**src/rtl/sliced_adder_pkg.sv**
```systemverilog
// Shared types and constants for the sliced adder/subtractor.
//   sa_state_t : control FSM states
//   SA_ADD/SA_SUB : values of the 'sub' mode input
package sliced_adder_pkg;

  typedef enum logic [1:0] {
    IDLE = 2'd0,
    RUN  = 2'd1,
    DONE = 2'd2
  } sa_state_t;

  localparam logic SA_ADD = 1'b0;
  localparam logic SA_SUB = 1'b1;

endpackage : sliced_adder_pkg

```
**src/rtl/sliced_adder_if.sv**
```systemverilog
// Operand/result handshake bundle for sliced_adder.
//   source side : in_valid, a, b, sub  -> adder ; in_ready <- adder
//   result side : out_valid, sum, cout, ovf -> consumer ; out_ready <- consumer
// modport slave is the adder's view, master is the environment's view.
interface sliced_adder_if #(
  parameter int unsigned WIDTH = 8
) ();

  logic             in_valid;
  logic             in_ready;
  logic [WIDTH-1:0] a;
  logic [WIDTH-1:0] b;
  logic             sub;
  logic             out_valid;
  logic             out_ready;
  logic [WIDTH-1:0] sum;
  logic             cout;
  logic             ovf;

  modport slave (
    input  in_valid, a, b, sub, out_ready,
    output in_ready, out_valid, sum, cout, ovf
  );

  modport master (
    output in_valid, a, b, sub, out_ready,
    input  in_ready, out_valid, sum, cout, ovf
  );

endinterface : sliced_adder_if

```
**src/rtl/sliced_adder_slice_add.sv**
```systemverilog
// Combinational SLICE-bit adder used once per RUN cycle.
//   x, y     : slice operands
//   cin      : carry into the slice
//   s        : slice sum
//   co       : carry out of the slice
//   c_msb_in : carry into the slice's top bit (feeds signed overflow)
module slice_add #(
  parameter int unsigned SLICE = 2
) (
  input  logic [SLICE-1:0] x,
  input  logic [SLICE-1:0] y,
  input  logic             cin,
  output logic [SLICE-1:0] s,
  output logic             co,
  output logic             c_msb_in
);

  logic [SLICE:0] w_full;

  assign w_full   = {1'b0, x} + {1'b0, y} + (SLICE+1)'(cin);
  assign s        = w_full[SLICE-1:0];
  assign co       = w_full[SLICE];
  // Top sum bit is x^y^carry_in, so the carry into it can be recovered.
  assign c_msb_in = x[SLICE-1] ^ y[SLICE-1] ^ w_full[SLICE-1];

endmodule : slice_add

```
**src/rtl/sliced_adder.sv**
```systemverilog
// Multi-cycle adder/subtractor: adds WIDTH-bit operands SLICE bits per clock.
//   clk   : rising-edge clock
//   Reset : asynchronous active-high reset
//   bus   : sliced_adder_if.slave (operand and result handshakes)
// Subtraction is a + ~b + 1, with the +1 seeded into the carry flop.
module sliced_adder
  import sliced_adder_pkg::*;
#(
  parameter int unsigned WIDTH = 8,
  parameter int unsigned SLICE = 2
) (
  input logic           clk,
  input logic           Reset,
  sliced_adder_if.slave bus
);

  localparam int unsigned NSLICE = (SLICE == 0) ? 1 : WIDTH / SLICE;
  localparam int unsigned KW     = (NSLICE > 1) ? $clog2(NSLICE) : 1;

  // Reject illegal parameterisations at elaboration.
  if (WIDTH < 1) begin : g_bad_width
    $error("sliced_adder: WIDTH must be >= 1");
  end
  if (SLICE < 1 || SLICE > WIDTH || (WIDTH % SLICE) != 0) begin : g_bad_slice
    $error("sliced_adder: SLICE must be 1..WIDTH and divide WIDTH");
  end

  sa_state_t        r_state;
  sa_state_t        w_state_nxt;
  logic             w_accept;
  logic             w_last;

  logic [WIDTH-1:0] r_a;
  logic [WIDTH-1:0] r_b;
  logic [WIDTH-1:0] r_work;
  logic [WIDTH-1:0] w_work_nxt;
  logic             r_carry;
  logic [KW-1:0]    r_k;

  logic [WIDTH-1:0] r_sum;
  logic             r_cout;
  logic             r_ovf;
  logic             r_in_ready;
  logic             r_out_valid;

  logic [SLICE-1:0] w_x;
  logic [SLICE-1:0] w_y;
  logic [SLICE-1:0] w_s;
  logic             w_co;
  logic             w_cmsb;

  // Slice k of each operand register.
  assign w_x = SLICE'(r_a >> (r_k * SLICE));
  assign w_y = SLICE'(r_b >> (r_k * SLICE));

  slice_add #(.SLICE(SLICE)) u_slice (
    .x        (w_x),
    .y        (w_y),
    .cin      (r_carry),
    .s        (w_s),
    .co       (w_co),
    .c_msb_in (w_cmsb)
  );

  // Working result with slice k replaced by this cycle's slice sum.
  always_comb begin
    w_work_nxt = r_work;
    for (int i = 0; i < int'(NSLICE); i++) begin
      if (KW'(i) == r_k) w_work_nxt[i*SLICE +: SLICE] = w_s;
    end
  end

  // State register.
  always_ff @(posedge clk or posedge Reset) begin
    if (Reset) r_state <= IDLE;
    else       r_state <= w_state_nxt;
  end

  // Next-state decode.
  always_comb begin
    w_state_nxt = r_state;
    w_accept    = 1'b0;
    w_last      = 1'b0;
    case (r_state)
      IDLE: begin
        if (bus.in_valid && r_in_ready) begin
          w_accept    = 1'b1;
          w_state_nxt = RUN;
        end
      end
      RUN: begin
        if (r_k == KW'(NSLICE - 1)) begin
          w_last      = 1'b1;
          w_state_nxt = DONE;
        end
      end
      DONE: begin
        if (bus.out_ready) w_state_nxt = IDLE;
      end
      default: w_state_nxt = IDLE;
    endcase
  end

  // Datapath and registered handshake outputs (decoded from next state).
  always_ff @(posedge clk or posedge Reset) begin
    if (Reset) begin
      r_a         <= '0;
      r_b         <= '0;
      r_work      <= '0;
      r_carry     <= 1'b0;
      r_k         <= '0;
      r_sum       <= '0;
      r_cout      <= 1'b0;
      r_ovf       <= 1'b0;
      r_in_ready  <= 1'b0;
      r_out_valid <= 1'b0;
    end else begin
      r_in_ready  <= (w_state_nxt == IDLE);
      r_out_valid <= (w_state_nxt == DONE);
      if (w_accept) begin
        r_a     <= bus.a;
        r_b     <= (bus.sub == SA_SUB) ? ~bus.b : bus.b;
        r_carry <= bus.sub;
        r_k     <= '0;
      end else if (r_state == RUN) begin
        r_work  <= w_work_nxt;
        r_carry <= w_co;
        r_k     <= r_k + KW'(1);
        if (w_last) begin
          r_sum  <= w_work_nxt;
          r_cout <= w_co;
          r_ovf  <= w_cmsb ^ w_co;
        end
      end
    end
  end

  assign bus.in_ready  = r_in_ready;
  assign bus.out_valid = r_out_valid;
  assign bus.sum       = r_sum;
  assign bus.cout      = r_cout;
  assign bus.ovf       = r_ovf;

endmodule : sliced_adder

```
**src/flat_wrapper.sv**
```systemverilog
// flat-port wrapper written by rule: the top's interface ports become plain ports
module sliced_adder_flat import sliced_adder_pkg::*;
#(
  parameter int unsigned WIDTH = 8,
  parameter int unsigned SLICE = 2
)
  (clk, Reset, bus_in_valid, bus_a, bus_b, bus_sub, bus_out_ready, bus_in_ready, bus_out_valid, bus_sum, bus_cout, bus_ovf);
  sliced_adder_if #(.WIDTH(WIDTH)) bus_i ();
  input logic clk;
  input logic Reset;
  input wire logic [$bits(bus_i.in_valid)-1:0] bus_in_valid;
  input wire logic [$bits(bus_i.a)-1:0] bus_a;
  input wire logic [$bits(bus_i.b)-1:0] bus_b;
  input wire logic [$bits(bus_i.sub)-1:0] bus_sub;
  input wire logic [$bits(bus_i.out_ready)-1:0] bus_out_ready;
  output wire logic [$bits(bus_i.in_ready)-1:0] bus_in_ready;
  output wire logic [$bits(bus_i.out_valid)-1:0] bus_out_valid;
  output wire logic [$bits(bus_i.sum)-1:0] bus_sum;
  output wire logic [$bits(bus_i.cout)-1:0] bus_cout;
  output wire logic [$bits(bus_i.ovf)-1:0] bus_ovf;
  assign bus_i.in_valid = bus_in_valid;
  assign bus_i.a = bus_a;
  assign bus_i.b = bus_b;
  assign bus_i.sub = bus_sub;
  assign bus_i.out_ready = bus_out_ready;
  assign bus_in_ready = bus_i.in_ready;
  assign bus_out_valid = bus_i.out_valid;
  assign bus_sum = bus_i.sum;
  assign bus_cout = bus_i.cout;
  assign bus_ovf = bus_i.ovf;
  sliced_adder #(.WIDTH(WIDTH), .SLICE(SLICE)) u_core (.clk(clk), .Reset(Reset), .bus(bus_i));
endmodule
```
**config.mk**
```make
export PLATFORM = sky130hd
export DESIGN_NAME = sliced_adder_flat
export DESIGN_NICKNAME = d
export VERILOG_FILES = /design/src/rtl/sliced_adder_pkg.sv /design/src/rtl/sliced_adder_if.sv /design/src/rtl/sliced_adder_slice_add.sv /design/src/rtl/sliced_adder.sv /design/src/flat_wrapper.sv
export SDC_FILE = /design/constraint.sdc
export NUM_CORES = 1
export LEC_CHECK = 0
export BUFFER_PORTS_ARGS = -buffer_cell sky130_fd_sc_hd__buf_2
export CORE_MARGIN = 2
export CORE_UTILIZATION = 51
export CTS_BUF_LIST = sky130_fd_sc_hd__clkbuf_4
export CTS_CLUSTER_DIAMETER = 120
export DETAILED_ROUTE_END_ITERATION = 16
export PLACE_DENSITY = 0.76
export SLEW_MARGIN = 15
export SYNTH_ARGS = -nofsm -noshare
export SYNTH_HDL_FRONTEND = slang
export SYNTH_SLANG_ARGS = --single-unit
```
**constraint.sdc**
```tcl
create_clock -name clk -period 5.25 [get_ports clk]
set_input_delay 1.05 -clock clk [delete_from_list [all_inputs] [get_ports clk]]
set_output_delay 1.05 -clock clk [all_outputs]
set_load 0.1 [all_outputs]
```
==> results of run 1 <==
final timing paths:
check                                    endpoint  slack, ns               from  cells past startpoint
worst max-delay path               u_core.bus.ovf       2.69      u_core.r_k[0]                      7
min in group asynchronous          u_core.bus.ovf       0.80              Reset                      3
max in group asynchronous           u_core.r_b[0]       4.12              Reset                      3
worst min register to register  u_core.bus.sum[4]       0.48  u_core.bus.sum[4]                      2
worst min-delay path            u_core.bus.sum[4]       0.48  u_core.bus.sum[4]                      2
worst max register to register     u_core.bus.ovf       2.69      u_core.r_k[0]                      7
sequential cells by signal (all words and copies together), names as in the netlist:
| signal | flops |
|---|---|
| u_core.bus.cout | 1 |
| u_core.r_a | 8 |
| u_core.r_b | 8 |
| u_core.r_k | 2 |
| u_core.bus.sum | 8 |
| u_core.bus.ovf | 1 |
| u_core.bus.in_ready | 1 |
| u_core.bus.out_valid | 1 |
| u_core.r_carry | 1 |
| u_core.r_work | 6 |
| u_core.r_state | 2 |
kinds of logic (layout without fill, tap and decap cells):
logic type                 Yosys count  after routing  share of synthesized area
muxes                               12             12                     0.0984
xor gates and xnor gates            10             10                     0.0478
AOI/OAI and AO/OA                   35             35                      0.102
and+or+nand+nor                     46             46                      0.117
adders and majority gates            7              7                     0.0560
DFF                                 39             39                      0.533
buffers and inverters               17             49                     0.0458
placed cells by master, fill, tap and decap left out:
| cell | instances |
|---|---|
| dfrtp_1 | 39 |
| o31ai_1 | 1 |
| and3b_1 | 1 |
| buf_2 | 32 |
| or3_1 | 1 |
| bufinv_16 | 1 |
| clkinv_2 | 1 |
| a211o_1 | 1 |
| and2b_1 | 1 |
| nor3_1 | 1 |
| nand2b_1 | 1 |
| mux2_2 | 8 |
| buf_4 | 1 |
| clkbuf_4 | 5 |
| xor2_1 | 1 |
| inv_1 | 8 |
| a21oi_1 | 9 |
| o21bai_1 | 1 |
| and4bb_4 | 1 |
| a211oi_1 | 1 |
| nand2_1 | 25 |
| xnor2_1 | 9 |
| o21ai_1 | 1 |
| ha_1 | 5 |
| o21ai_0 | 21 |
| mux4_2 | 4 |
| nor2_1 | 11 |
| fa_1 | 2 |
| nand3b_1 | 4 |
| clkinv_1 | 1 |
worst min-delay path, cell delays in order (launching register included):
cell and delay, ns:
dfrtp_1 0.36, nand2_1 0.04, o21ai_0 0.06
stage by stage:
stage | std cells | setup WS, ns | area (um2) | hold slack (ns)
final | 244 | 2.69 | 2080 | 0.484
after detailed placement | 236 | 2.65 | 2000 | 0.465
after CTS | 244 | 2.65 | 2080 | 0.492
after global routing | 244 | 2.47 | 2080 | 0.516
after global placement | 236 | 2.76 | 2000 | 0.458
after floorplan | 166 | 2.83 | 1830 | 0.445
per-layer routing:
| layer | wire [um] | global-route usage | up-vias |
|---|---|---|---|
| met5 | 0 | 0 | - |
| met4 | 40 | 0.0571 | 0 |
| met3 | 124 | 0.0528 | 5 |
| li1 | - | - | 614 |
| met1 | 1290 | 0.197 | 551 |
| met2 | 1450 | 0.283 | 25 |
cell type report:
cell class	instances	area share
clock buffer	5	0.0181
clock inverter	3	0.0187
inverter	8	0.0144
multi-input combinational	110	0.371
sequential	39	0.469
tap	46	0.0277
timing repair buffer	33	0.0806
==> flow_summary.ini, run 1 <==
[routing]
wl_per_cell_um = 11.9
num_vias = 1195
drc = 0
drt-vias-per-instance = 4.90
dr.pass1.iters = 4
ant_nets = 0
drt_iter0_drc = 54
totalWireLength_um = 2910

[timing]
setup_viol = 0
rsz0062_at_grt = no
timing.fmax_mhz = 390
tightest_slew_ns = 0.598
period_share = 0.488
relSlewSlack = 0.600
report.final.slew_viol_count = 0
clock_skew_ns = 0.00694
hold_violations = 0
fin_crit_ns = 2.56
fin_tns_setup_ns = 0

[yosys]
synth_edf_count = 0
netlist_area_mm2 = 0.00183
synth_cell_types = 27
synth_area_leaders = dfrtp_1, o21ai_0, nand2_1
syn_avg_cell_area_um2 = 11.0
async_flop_share = 1.00
synth-seq-cells = 39
synth.most_common_cell = dfrtp_1
synth-main-ff-cell = dfrtp_1
synth_nets = 194
ys_top_cells_by_count = dfrtp_1, nand2_1, o21ai_0, nor2_1
synth_area_leader_cell = dfrtp_1
yosysSeqAreaShare = 0.533
syn_inst = 166
yosysTopAreaCellShare = 0.533
ys_warn_count = 0

[clock_tree]
clkSinkCount = 39
cts-resized-gates = 0
post_cts_buffers = 0
cts_max_level = 2
clockBufferDepth = 2
clk_latency_ns = 0.35
cts_tree = yes
cts_root_buf = clkbuf_4
clk_pin_slew_ns = 0.12
ctsHoldBuffers = 0
cts_made_buffers = 5

[min_path]
worstHoldPathType = register to register

[floorplan]
die-area_mm2 = 0.00409
initial_core_util = 0.540
die_w_um = 63.9
placementRows = 21
ios = 33
core_area_mm2 = 0.00339
die_y_um = 63.9

[final_layout]
n_antenna_cell = 0
multi_input_area_um2 = 772
regArea_um2 = 976
final_core_util = 0.614
final_nets = 225
areaGrowthSynthToFinish_pct = 13.5
drive_gt1_frac = 0.268
n_fill_cell = 299

[place]
hpwl_um = 2170
gp_routability_congestion = 0.758
numPortBuffers = 32

[setup_path]
critical_path_class = register to register
worstPathMaxFanout = 8
max_stage_delay_ns = 0.65
end_kind = register
required_ns = 5.47
cpMostUsedCell = fa_1
startpoint_type = register
crit_path_cell_trace = mux4_2, inv_1, fa_1, fa_1, xor2_1, xnor2_1, o21ai_0
worstPathArrival_ns = 2.78
crit_path_top_delay_cell = fa_1
path_delay_family = adder cells
path_buf_inv = 1

[grt]
grt_pass1_vias = 1235
grt_overflow = 0
grt_max_degree = 40
grt_use_total = 0.166
grt_first_pass_wirelength_um = 5270
grt_antenna_before_repair = 0

[run_status]
outcome = complete, no violations

[flow_run]
drv_cap = 0
Power of run 1 is not shown: default switching activity piles up to over one toggle a cycle in this logic, so the estimate is an artifact.
==> run 2, diff against run 1 <==
--- a/config.mk
+++ b/config.mk
@@ -5,6 +5,7 @@
 export SDC_FILE = /design/constraint.sdc
 export NUM_CORES = 1
 export LEC_CHECK = 0
+export ABC_AREA = 1
 export BUFFER_PORTS_ARGS = -buffer_cell sky130_fd_sc_hd__buf_2
 export CORE_MARGIN = 2
 export CORE_UTILIZATION = 51
==> constraint.sdc (replaced) <==
create_clock -name clk -period 2.4 [get_ports clk]
set_input_delay 0.48 -clock clk [delete_from_list [all_inputs] [get_ports clk]]
set_output_delay 0.48 -clock clk [all_outputs]
set_load 0.1 [all_outputs]
==> run 2 against run 1 <==
Compared with the run above:
- worst setup slack worse by 2.5 ns
- worst hold slack worse by 0.26 ns
- final area up 5.8%
- via count is 25% higher
- utilization shrank 0.81 points
- routed wire length increased by 21%
- synthesized cell count increased by 39%
- final cell count grew 30%
- global-route usage grew 2.8 points
==> flow_summary.ini, run 2 <==
[timing]
period_share = 0.932
clock_skew_ns = 0.00812
fin_crit_ns = 2.24
rsz0062_at_grt = no
hold_violations = 0
report.final.slew_viol_count = 0
tightest_slew_ns = 0.479
relSlewSlack = 0.681
setup_viol = 0
fin_tns_setup_ns = 0
timing.fmax_mhz = 447
setup_slack_ns = 0.163

[grt]
grt_use_total = 0.194
grt_first_pass_wirelength_um = 6180
grt_antenna_before_repair = 0
grt_max_degree = 40
grt_overflow = 0
grt_pass1_vias = 1435

[final_layout]
areaGrowthSynthToFinish_pct = 15.0
drive_gt1_frac = 0.201
final_common_cell = nand2_1
final_nets = 295
final_core_util = 0.605
n_antenna_cell = 0
layout_common_cells = nand2_1, dfrtp_1, buf_2, o21ai_0, inv_1

[setup_path]
cpMostUsedCell = nand2_1
path_buf_inv = 2
worstPathMaxFanout = 10
r2r-end = u_core.bus.ovf
path_delay_family = adder cells
rrSetupSlack_ns = 0.16
required_ns = 2.66
worstPathArrival_ns = 2.49
crit_path_cell_trace = buf_4, nand2_1, nand3_1, nand2_1, fa_1, fa_1, inv_1, nand2_1, nand3b_1, nand3_1, nand2_1
ff2ff_path_depth = 11
end_kind = register
r2r-start = u_core.r_k[0]
startpoint_type = register
critical_path_class = register to register
max_stage_delay_ns = 0.59
crit_path_top_delay_cell = fa_1

[flow_run]
drv_cap = 0

[yosys]
yosys.area_share.simple = 0.267
synth_edf_count = 0
netlist_area_mm2 = 0.00191
yosysTopAreaCellShare = 0.510
syn_avg_cell_area_um2 = 8.28
synthXorXnorAreaFrac = 0.0366
synth_compound_area_frac = 0.0700
synth-main-ff-cell = dfrtp_1
synth_nets = 259
yosysSeqAreaShare = 0.510
async_flop_share = 1.00
synth.most_common_cell = nand2_1
yosys-mux-area-fraction = 0
synth_top_family_by_area = simple AND/OR/NAND/NOR gates
ys_top_cells_by_count = nand2_1, dfrtp_1, o21ai_0, inv_1
syn_inst = 231
synth_area_leaders = dfrtp_1, nand2_1, o21ai_0
synth_area_leader_cell = dfrtp_1
synth_cell_types = 22
ys_warn_count = 0
synthAdderAreaFrac = 0.0536
synth-seq-cells = 39

[floorplan]
initial_core_util = 0.527
ios = 33
die-area_mm2 = 0.00426
die_y_um = 65.2
core_area_mm2 = 0.00363
die_w_um = 65.2
placementRows = 22

[clock_tree]
cts_made_buffers = 5
cts_max_level = 2
clockBufferDepth = 2
clk_latency_ns = 0.36
clkSinkCount = 39
ctsHoldBuffers = 0
cts_tree = yes
clk_pin_slew_ns = 0.11
cts_root_buf = clkbuf_4

[routing]
num_vias = 1489
ant_nets = 0
totalWireLength_um = 3520
drt-vias-per-instance = 4.71
drc = 0
drt_iter0_drc = 98
dr.pass1.iters = 4
wl_per_cell_um = 11.2

[place]
numPortBuffers = 32
place_ws_ns = 0.115
gp_routability_congestion = 0.865
hpwl_um = 2530

[min_path]
worstHoldPathType = input port to asynchronous set/reset pin

[run_status]
outcome = complete, no violations
-- run 2: per-layer routing --
layer,vias to the layer above,track usage,wire [um]
met5,-,0,0
met1,664,0.222,1630
met4,0,0.112,54
li1,783,-,-
met2,36,0.332,1660
met3,6,0.0428,186
-- run 2: worst max-delay path by stage --
stage | from | end | slack (ns) | depth (start not counted)
after CTS | u_core.r_k[1] | u_core.bus.ovf | 0.10 | 10
after global placement | u_core.r_k[0] | u_core.bus.ovf | 0.22 | 11
after floorplan | u_core.r_k[0] | u_core.bus.ovf | 0.07 | 13
after detailed placement | u_core.r_k[1] | u_core.bus.ovf | 0.12 | 10
after global routing | u_core.r_k[0] | u_core.bus.ovf | 0.008 | 11
final | u_core.r_k[0] | u_core.bus.ovf | 0.16 | 11
-- run 2: cell type report --
type                       count  area, um2
clock inverter                 3       38.8
multi-input combinational    164        817
clock buffer                   5       37.5
sequential                    39        977
tap                           48       60.1
timing repair buffer          36        190
inverter                      21       78.8
fill                         361       1430
-- run 2: repair_timing --
| action | 4_1_cts | 5_1_grt |
|---|---|---|
| endpoints found under the setup margin | 0 | 4 |
| gates resized for setup | 0 | 2 |
| buffers inserted | 0 | 0 |
-- run 2: cells by family after synthesis --
family / Yosys count
AND/OR/NAND/NOR: 124
flip-flops: 39
XOR/XNOR: 8
AO/OA/AOI/OAI: 25
adder cells (fa/ha/maj): 7
buffers and inverters: 28
-- run 2: worst register-to-register path, cell delays in order, from the launching register on --
cell      delay, ns
dfrtp_1        0.38
buf_4          0.18
nand2_1        0.06
nand3_1        0.07
nand2_1        0.08
fa_1           0.41
fa_1           0.59
inv_1          0.10
nand2_1        0.06
nand3b_1       0.08
nand3_1        0.08
nand2_1        0.05
-- run 2: metrics by stage --
| step | hold slack [ns] | area, um2 | std cells |
|---|---|---|---|
| after floorplan | 0.449 | 1910 | 231 |
| after global placement | 0.456 | 2120 | 308 |
| after detailed placement | 0.461 | 2120 | 308 |
| after CTS | 0.220 | 2200 | 316 |
| after global routing | 0.264 | 2200 | 316 |
| final | 0.220 | 2200 | 316 |
Power of run 2 is left out for the same reason.
==> run 3, diff against run 2 <==
--- a/config.mk
+++ b/config.mk
@@ -7,7 +7,7 @@
 export LEC_CHECK = 0
 export ABC_AREA = 1
 export BUFFER_PORTS_ARGS = -buffer_cell sky130_fd_sc_hd__buf_2
-export CORE_MARGIN = 2
+export CORE_MARGIN = 1
 export CORE_UTILIZATION = 51
 export CTS_BUF_LIST = sky130_fd_sc_hd__clkbuf_4
 export CTS_CLUSTER_DIAMETER = 120
==> run 3 against run 2 <==
Compared with the run above:
- clock skew down 0.00053 ns
- register-to-register slack better by 0.02 ns
- via count about the same
- non-clock buffer count unchanged
- maximum frequency up 0.99%
- first-iteration DRC count up 29%
- die area down 6.0%
- count of clock-buffer cells in the layout up 1
- largest cell class unchanged
- highest routed layer unchanged
==> flow_summary.ini, run 3 (synthesized netlist as in run 2, its figures left out) <==
[floorplan]
initial_core_util = 0.552
die-area_mm2 = 0.00400
placementRows = 21
core_area_mm2 = 0.00347
die_y_um = 63.2
die_w_um = 63.2
ios = 33

[grt]
grt_first_pass_wirelength_um = 6190
grt_pass1_vias = 1396
grt_max_degree = 40
grt_use_total = 0.201
grt_antenna_before_repair = 0
grt_overflow = 0

[timing]
hold_violations = 0
fin_crit_ns = 2.21
relSlewSlack = 0.679
timing.fmax_mhz = 451
setup_viol = 0
hold_ws_ns = 0.229
tightest_slew_ns = 0.481
setup_slack_ns = 0.185
clock_skew_ns = 0.00759
fin_tns_setup_ns = 0
report.final.slew_viol_count = 0
period_share = 0.923
rsz0062_at_grt = no

[final_layout]
final_nets = 295
n_fill_cell = 343
drive_gt1_frac = 0.207
areaGrowthSynthToFinish_pct = 13.4
final_common_cell = nand2_1
layout_common_cells = nand2_1, dfrtp_1, buf_2, o21ai_0, inv_1
fin_cells = 312
n_antenna_cell = 0

[setup_path]
path_buf_inv = 2
r2r-end = u_core.bus.ovf
crit_path_top_delay_cell = fa_2
path_delay_family = adder cells
end_kind = register
cpMostUsedCell = nand2_1
rrSetupSlack_ns = 0.19
r2r-start = u_core.r_k[0]
startpoint_type = register
worstPathArrival_ns = 2.45
ff2ff_path_depth = 11
worstPathMaxFanout = 6
required_ns = 2.64
critical_path_class = register to register
max_stage_delay_ns = 0.59
crit_path_cell_trace = buf_4, nand2_1, nand3_1, nand2_1, fa_1, fa_2, inv_1, nand2_1, nand3_1, nand3_1, nand2_1

[run_status]
outcome = complete, no violations

[clock_tree]
cts_made_buffers = 5
post_cts_buffers = 0
cts_max_level = 2
clkSinkCount = 39
cts_tree = yes
clockBufferDepth = 2
cts_root_buf = clkbuf_4
clk_latency_ns = 0.34
clk_pin_slew_ns = 0.11

[routing]
dr.pass1.iters = 4
ant_nets = 0
wl_per_cell_um = 11.0
drt-vias-per-instance = 4.78
drt_iter0_drc = 126
drc = 0
totalWireLength_um = 3440
num_vias = 1490

[place]
hpwl_um = 2500
dp.cells = 306
place_ws_ns = 0.0986
numPortBuffers = 32
gp_routability_congestion = 0.821

[flow_run]
drv_cap = 0

[min_path]
worstHoldPathType = input port to asynchronous set/reset pin
## run 3: tightest hold or removal path: cells and delay by family
kind,cells,cell delay [ns]
buf+inv,3,0.54
## run 3: worst max path at each step
stage / start / end / slack, ns / cells past startpoint
global placement: u_core.r_k[0] / u_core.bus.ovf / 0.23 / 11
CTS: u_core.r_k[0] / u_core.bus.ovf / 0.09 / 11
detailed placement: u_core.r_k[1] / u_core.bus.ovf / 0.1 / 10
global route: u_core.r_k[0] / u_core.bus.ovf / 0.03 / 11
floorplan: u_core.r_k[0] / u_core.bus.ovf / 0.07 / 13
finish: u_core.r_k[0] / u_core.bus.ovf / 0.19 / 11
## run 3: metal layers
layer | vias to the layer above | track usage | wire [um]
met5 | - | 0 | 0
met4 | 0 | 0.0767 | 48
met3 | 5 | 0.0489 | 135
met2 | 39 | 0.317 | 1600
met1 | 665 | 0.268 | 1650
li1 | 781 | - | -
## run 3: final cells by class
cell class,count,area [um2],area share
well taps,46,57.6,0.0265
flip-flops and latches,39,978,0.451
multi-input cells,164,820,0.378
repair buffers,36,190,0.0877
clock buffers,6,45.0,0.0208
inverters,21,78.8,0.0363
## run 3: metrics by stage
stage | area [um2] | util
3_5_place_dp | 2120 | 0.611
6_report | 2170 | 0.626
5_1_grt | 2170 | 0.626
2_1_floorplan | 1910 | -
4_1_cts | 2160 | 0.624
3_3_place_gp | 2120 | 0.611
## run 3: what timing repair did
| item | in CTS | in global routing |
|---|---|---|
| hold buffers | 0 | 0 |
| resized for setup | 0 | 4 |
| setup endpoints to repair | 0 | 2 |
Power of run 3 is left out for the same reason.
